**src/rtl/fb_pixel_writer.sv**
```systemverilog
// rtl/fb_pixel_writer.sv - rasterizer pixel stream to RGB565 framebuffer writer
// Buffers clipped/packed pixels in a FIFO, drives a valid/ready write port, and runs full-frame clears.

module fb_pixel_writer #(
  parameter int FB_W       = 160,
  parameter int FB_H       = 120,
  parameter int FIFO_DEPTH = 16,
  parameter int ADDR_W     = 15
) (
  input  logic              clk,
  input  logic              rst,
  input  logic [7:0]        px,
  input  logic [7:0]        py,
  input  logic [23:0]       pixel_color,
  input  logic              pixel_valid,
  input  logic              done,
  input  logic              clear_start,
  input  logic [23:0]       clear_color,
  output logic [ADDR_W-1:0] mem_addr,
  output logic [15:0]       mem_wdata,
  output logic              mem_we,
  input  logic              mem_ready,
  output logic              busy,
  output logic              shape_done,
  output logic              clear_done,
  output logic              overflow,
  output logic [15:0]       clip_count
);

  localparam int              PTR_W     = $clog2(FIFO_DEPTH);
  localparam logic [PTR_W:0]  DEPTH_C   = (PTR_W + 1)'(FIFO_DEPTH);
  localparam logic [ADDR_W-1:0] LAST_ADDR = ADDR_W'(FB_W * FB_H - 1);
  localparam logic [8:0]      FB_W9     = 9'(FB_W);
  localparam logic [8:0]      FB_H9     = 9'(FB_H);

  typedef enum logic [1:0] {
    S_IDLE   = 2'd0,
    S_STREAM = 2'd1,
    S_CLEAR  = 2'd2
  } state_t;

  state_t              state_q, state_d;
  logic [PTR_W:0]      fifo_cnt_q, fifo_cnt_d;
  logic [PTR_W-1:0]    wr_ptr_q, wr_ptr_d;
  logic [PTR_W-1:0]    rd_ptr_q, rd_ptr_d;
  logic                mem_we_q, mem_we_d;
  logic [ADDR_W-1:0]   mem_addr_q, mem_addr_d;
  logic [15:0]         mem_wdata_q, mem_wdata_d;
  logic                pending_q, pending_d;
  logic                shape_done_q, shape_done_d;
  logic                clear_done_q, clear_done_d;
  logic                overflow_q, overflow_d;
  logic [15:0]         clip_q, clip_d;

  logic [ADDR_W+15:0]  fifo_mem [FIFO_DEPTH];
  logic [ADDR_W+15:0]  head;

  logic [ADDR_W-1:0]   pix_addr;
  logic [15:0]         pix_data;
  logic [15:0]         clr_data;
  logic                off_screen;
  logic                hs;
  logic                in_clear;
  logic                clear_acc;
  logic                pix_ok;
  logic                want_push;
  logic                push;
  logic                load;
  logic                drop;
  logic [PTR_W:0]      occupancy;
  logic                blk_empty_d;
  logic                shape_open;
  logic                unused_color_bits;

  // Address arithmetic wraps at ADDR_W bits; on-screen addresses always fit.
  assign pix_addr   = ADDR_W'(py) * ADDR_W'(FB_W) + ADDR_W'(px);
  assign pix_data   = {pixel_color[23:19], pixel_color[15:10], pixel_color[7:3]};
  assign clr_data   = {clear_color[23:19], clear_color[15:10], clear_color[7:3]};
  assign unused_color_bits = ^{pixel_color[18:16], pixel_color[9:8], pixel_color[2:0],
                               clear_color[18:16], clear_color[9:8], clear_color[2:0]};

  assign off_screen = ({1'b0, px} >= FB_W9) || ({1'b0, py} >= FB_H9);
  assign hs         = mem_we_q && mem_ready;
  assign in_clear   = (state_q == S_CLEAR);
  assign clear_acc  = (state_q == S_IDLE) && !pending_q && clear_start;
  assign pix_ok     = !in_clear && !clear_acc;
  assign want_push  = pixel_valid && pix_ok && !off_screen;

  // Occupancy includes the entry on the memory port; a completing write frees its slot this cycle.
  assign occupancy  = fifo_cnt_q + {{PTR_W{1'b0}}, mem_we_q};
  assign push       = want_push && ((occupancy != DEPTH_C) || hs);
  assign drop       = (want_push && !push) || (pixel_valid && !pix_ok);
  assign load       = !in_clear && (fifo_cnt_q != '0) && (!mem_we_q || mem_ready);
  assign head       = fifo_mem[rd_ptr_q];

  always_comb begin
    state_d      = state_q;
    fifo_cnt_d   = fifo_cnt_q + {{PTR_W{1'b0}}, push} - {{PTR_W{1'b0}}, load};
    wr_ptr_d     = push ? wr_ptr_q + PTR_W'(1) : wr_ptr_q;
    rd_ptr_d     = load ? rd_ptr_q + PTR_W'(1) : rd_ptr_q;
    mem_we_d     = mem_we_q;
    mem_addr_d   = mem_addr_q;
    mem_wdata_d  = mem_wdata_q;
    pending_d    = pending_q;
    shape_done_d = 1'b0;
    clear_done_d = 1'b0;
    overflow_d   = clear_acc ? 1'b0 : overflow_q;
    clip_d       = clip_q;
    blk_empty_d  = 1'b0;
    shape_open   = 1'b0;

    if (drop) overflow_d = 1'b1;
    if (pixel_valid && pix_ok && off_screen && (clip_q != 16'hFFFF)) clip_d = clip_q + 16'd1;

    case (state_q)
      S_CLEAR: begin
        if (hs) begin
          if (mem_addr_q == LAST_ADDR) begin
            mem_we_d     = 1'b0;
            state_d      = S_IDLE;
            clear_done_d = 1'b1;
          end else begin
            mem_addr_d = mem_addr_q + ADDR_W'(1);
          end
        end
      end
      default: begin
        if (clear_acc) begin
          state_d     = S_CLEAR;
          mem_we_d    = 1'b1;
          mem_addr_d  = '0;
          mem_wdata_d = clr_data;
        end else begin
          if (load) begin
            mem_we_d    = 1'b1;
            mem_addr_d  = head[ADDR_W+15:16];
            mem_wdata_d = head[15:0];
          end else if (hs) begin
            mem_we_d = 1'b0;
          end
          blk_empty_d  = (fifo_cnt_d == '0) && !mem_we_d;
          shape_open   = pending_q || done;
          shape_done_d = shape_open && blk_empty_d;
          pending_d    = shape_open && !blk_empty_d;
          state_d      = blk_empty_d ? S_IDLE : S_STREAM;
        end
      end
    endcase
  end

  always_ff @(posedge clk) begin
    if (rst) begin
      state_q      <= S_IDLE;
      fifo_cnt_q   <= '0;
      wr_ptr_q     <= '0;
      rd_ptr_q     <= '0;
      mem_we_q     <= 1'b0;
      mem_addr_q   <= '0;
      mem_wdata_q  <= '0;
      pending_q    <= 1'b0;
      shape_done_q <= 1'b0;
      clear_done_q <= 1'b0;
      overflow_q   <= 1'b0;
      clip_q       <= '0;
    end else begin
      state_q      <= state_d;
      fifo_cnt_q   <= fifo_cnt_d;
      wr_ptr_q     <= wr_ptr_d;
      rd_ptr_q     <= rd_ptr_d;
      mem_we_q     <= mem_we_d;
      mem_addr_q   <= mem_addr_d;
      mem_wdata_q  <= mem_wdata_d;
      pending_q    <= pending_d;
      shape_done_q <= shape_done_d;
      clear_done_q <= clear_done_d;
      overflow_q   <= overflow_d;
      clip_q       <= clip_d;
    end
  end

  // Storage needs no reset: the pointers and count define which entries are live.
  always_ff @(posedge clk) begin
    if (push) fifo_mem[wr_ptr_q] <= {pix_addr, pix_data};
  end

  assign mem_addr   = mem_addr_q;
  assign mem_wdata  = mem_wdata_q;
  assign mem_we     = mem_we_q;
  assign busy       = (state_q != S_IDLE) || pending_q;
  assign shape_done = shape_done_q;
  assign clear_done = clear_done_q;
  assign overflow   = overflow_q;
  assign clip_count = clip_q;

endmodule
```
**config.mk**
```make
export PLATFORM = sky130hd
export DESIGN_NAME = fb_pixel_writer
export DESIGN_NICKNAME = d
export VERILOG_FILES = /design/src/rtl/fb_pixel_writer.sv
export SDC_FILE = /design/constraint.sdc
export NUM_CORES = 1
export LEC_CHECK = 0
export BUFFER_PORTS_ARGS = -buffer_cell sky130_fd_sc_hd__buf_2
export CAP_MARGIN = 20
export CORE_MARGIN = 2
export CORE_UTILIZATION = 35
export CTS_BUF_LIST = sky130_fd_sc_hd__clkbuf_16
export CTS_CLUSTER_DIAMETER = 200
export DETAILED_ROUTE_END_ITERATION = 8
export GPL_TIMING_DRIVEN = 0
export PLACE_DENSITY = 0.58
export SLEW_MARGIN = 20
export SYNTH_ARGS = -nofsm -noshare
export SYNTH_HDL_FRONTEND = slang
export SYNTH_SLANG_ARGS = --single-unit
```
**constraint.sdc**
```tcl
create_clock -name clk -period 6.6 [get_ports clk]
set_clock_uncertainty 0.2 [all_clocks]
set_input_delay 1.32 -clock clk [delete_from_list [all_inputs] [get_ports clk]]
set_output_delay 1.32 -clock clk [all_outputs]
set_load 0.01 [all_outputs]
```
==> results.cfg <==
[timing]
hold_viol_final = 0
period_needed_ns = 4.706
fin_ws_ns = 1.894
worstMarginPinSlew_ns = 1.079
rsz0062_at_grt = no
setup_violations = 0
slew_headroom_pct = 28.07
clock.fmax_ghz = 0.2125
finalMaxSlewViolations = 0
fin_crit_sh_pct = 71.30

[worst_hold_path]
min_path_type = flip-flop to flip-flop

[global_route]
grt_util_all_layers_pct = 17.11
grt_start_max_net_pins = 19
grt_pass1_vias = 12660
grt.overflow.total = 0
grt_antenna_before_repair = 3
grt_pass1_wl_um = 84140

[floorplan]
die_w_um = 259.3
pin_count = 122
dieArea_mm2 = 0.06721
core_mm2 = 0.06446
initial_utilization_pct = 35.37
die_y_um = 259.3
fp-row-count = 93

[route]
vias_per_cell = 5.237
drt_iter0_markers = 1161
post_drt_wl_per_cell_um = 24.20
drt-total-wl_um = 56680
dr.pass1.iters = 7
via_count = 12270
drc = 0
antenna_left = 0

[layout]
drive_gt1_share_pct = 28.45
diodes = 0
fin_cells = 2342
area_growth_pct = 18.37
fin_nets = 1547

[clock_tree]
clock-root-buffer = clkbuf_16
worstSkewPairLatency_ns = 0.63
numCtsBuffers = 57
htree_levels = 2
cts_buffer_depth = 3
cts_hold_buf = 0
clk_pin_slew_ns = 0.06
clock_sinks = 567
cts_resized = 0
cts_tree = yes
cts_setup_buffers = 0

[critical_path]
arrival_ns = 4.96
start_kind = input port
crit_type = input port to flip-flop
cp_max_fo = 9
cp-end-kind = flip-flop
cp_data_required_time_ns = 6.85

[power]
power.internal_w = 0.006826
p_sw_share_pct = 28.23
p_total_w = 0.009511
peakVddDrop_mv = 0.2058
power_frac_comb_pct = 22.7
power.leakage_nw = 8.817
power_density_mw_per_mm2 = 352.4
pwr-share-seq_pct = 44.1
p_sw_w = 0.002685
p_clk_share_pct = 33.2

[synth]
async_flop_share_pct = 0
ys_ff_latch = 567
synthesis.nets = 1345
synth.distinct_cells = 53
synth_area_mm2 = 0.02280
postSynthAreaPerCell_um2 = 18.39
ys.flop_type = edfxtp_1
synth.yosys.seq_area_share_pct = 71.55
yosysWarnings = 0
synth-edff-count = 496
synthCells = 1240

[run_status]
status = finished clean

[place]
gp_congestion = 0.8161
hpwl_um = 38220
port_buffers = 104
dp_slack_ns = 1.215
placed_cells = 2238

[run]
drv_cap = 0
==> logic make-up (layout without fill, tap and decap cells) <==
group | Yosys count | after routing | synth area share, %
muxes | 168 | 168 | 15.22
DFF | 567 | 567 | 71.55
xor gates and xnor gates | 38 | 38 | 1.460
adders and majority gates | 35 | 35 | 2.019
buffers and inverters | 84 | 331 | 1.613
and+or+nand+nor | 239 | 239 | 4.927
AOI/OAI and AO/OA | 109 | 109 | 3.210
==> sequential cells by signal (all words and copies together), names as in the netlist, named ones only <==
register    flops
mem_addr       15
shape_done      1
clear_done      1
pending_q       1
mem_we          1
clip_count     16
fifo_cnt_q      5
fifo_mem      496
state_q         2
wr_ptr_q        4
overflow        1
rd_ptr_q        4
mem_wdata      16
==> Yosys cell counts (2+ instances only) <==
master    instances  area [um2]
xor2_1           12       105.1
o21ai_0          27       135.1
buf_4             3       22.52
or3_1             4       25.02
nand3_1          13       65.06
a21oi_1          28       140.1
nor4b_1           4       35.03
a211oi_1          3       22.52
fa_1              3       60.06
ha_1             32       400.4
o32ai_1           7       61.31
nor2_1           84       315.3
dfxtp_1          71        1421
a21o_1            4       30.03
edfxtp_1        496       14890
o22ai_1           4       25.02
mux2i_1          25       250.2
mux4_2          143        3221
and4_1            4       35.03
nor3_1           22       110.1
a41oi_1           2       17.52
nand4_1           6       37.54
a31oi_1           5       31.28
nand2_1          64       240.2
a311oi_1         16       140.1
xnor2_1          26       227.7
nand2b_1          8       50.05
nor2b_1           7       43.79
and3_1            6       37.54
buf_2            27       135.1
buf_1             6       22.52
inv_1            22       82.58
nor4_1            5       31.28
clkbuf_1         25       93.84
nor3b_1           5       37.54
o21bai_1          2       15.01
a22oi_1           3       22.52
==> per-stage QoR <==
| step | utilization [%] | cell area, um2 | hold slack (ns) | setup TNS (ns) |
|---|---|---|---|---|
| floorplan | - | 22800 | 0.2678 | 0 |
| global placement | 37.84 | 24390 | 0.2680 | -441.03 |
| detailed placement | 38.96 | 25120 | 0.2702 | 0 |
| CTS | 41.78 | 26930 | 0.2780 | 0 |
| global route | 41.87 | 26990 | 0.2991 | 0 |
| finish | 41.87 | 26990 | 0.2728 | 0 |
==> worst max-delay path, cell delays in order <==
cell	delay, ns
buf_2	0.12
o21ai_0	0.18
nand3_1	0.50
a2111oi_4	0.75
inv_1	0.11
ha_1	0.29
inv_1	0.04
ha_1	0.20
fa_1	0.42
xnor2_1	0.23
nand2_1	0.08
nor4_1	0.21
nand3_1	0.19
o21ai_0	0.20
a21oi_1	0.10
==> cell type report <==
type	instances	area [um2]
Multi-Input combinational cell	589	6290
Fill cell	5687	37470
Clock buffer	57	1426
Tap cell	855	1070
Inverter	22	82.58
Buffer	62	285.3
Timing Repair Buffer	143	1132
Clock inverter	47	390.4
Sequential cell	567	16320
==> layer usage <==
layer | track usage, % | routed length [um] | up-vias
met5 | 0 | 24 | -
met4 | 4.231 | 1016 | 4
met3 | 3.056 | 3052 | 76
met2 | 28.88 | 28040 | 299
met1 | 22.99 | 24550 | 6488
li1 | - | - | 5399
==> cell usage in the layout (no fill, tap or decap), drive strengths merged, types with 8 or more instances in the layout <==
cell type	instances
edfxtp	496
buf	180
mux4	143
nor2	84
clkbuf	82
dfxtp	71
nand2	64
inv	41
ha	32
a21oi	28
o21ai	27
xnor2	26
mux2i	25
nor3	22
clkinv	20
a311oi	16
nand3	13
xor2	12
nand2b	8
==> final timing paths <==
check | from | to | slack [ns] | cells after the start
setup reg to reg | fifo_cnt_q[2] | pending_q | 2.07 | 17
setup / recovery | px[6] | pending_q | 1.89 | 15
hold reg to reg | mem_wdata[1] | mem_wdata[1] | 0.27 | 2
hold / removal | mem_wdata[1] | mem_wdata[1] | 0.27 | 2
==> power groups by stage <==
stage	combinational (W)	sequential (W)	clock, W
6_report	0.00215	0.00420	0.00316
5_1_grt	0.00234	0.00421	0.00335
3_3_place_gp	0.00215	0.00427	0
4_1_cts	0.00219	0.00420	0.00322
2_1_floorplan	0.00143	0.00428	0
3_5_place_dp	0.00219	0.00427	0
Note: power is estimated with default switching activity, not from simulation.
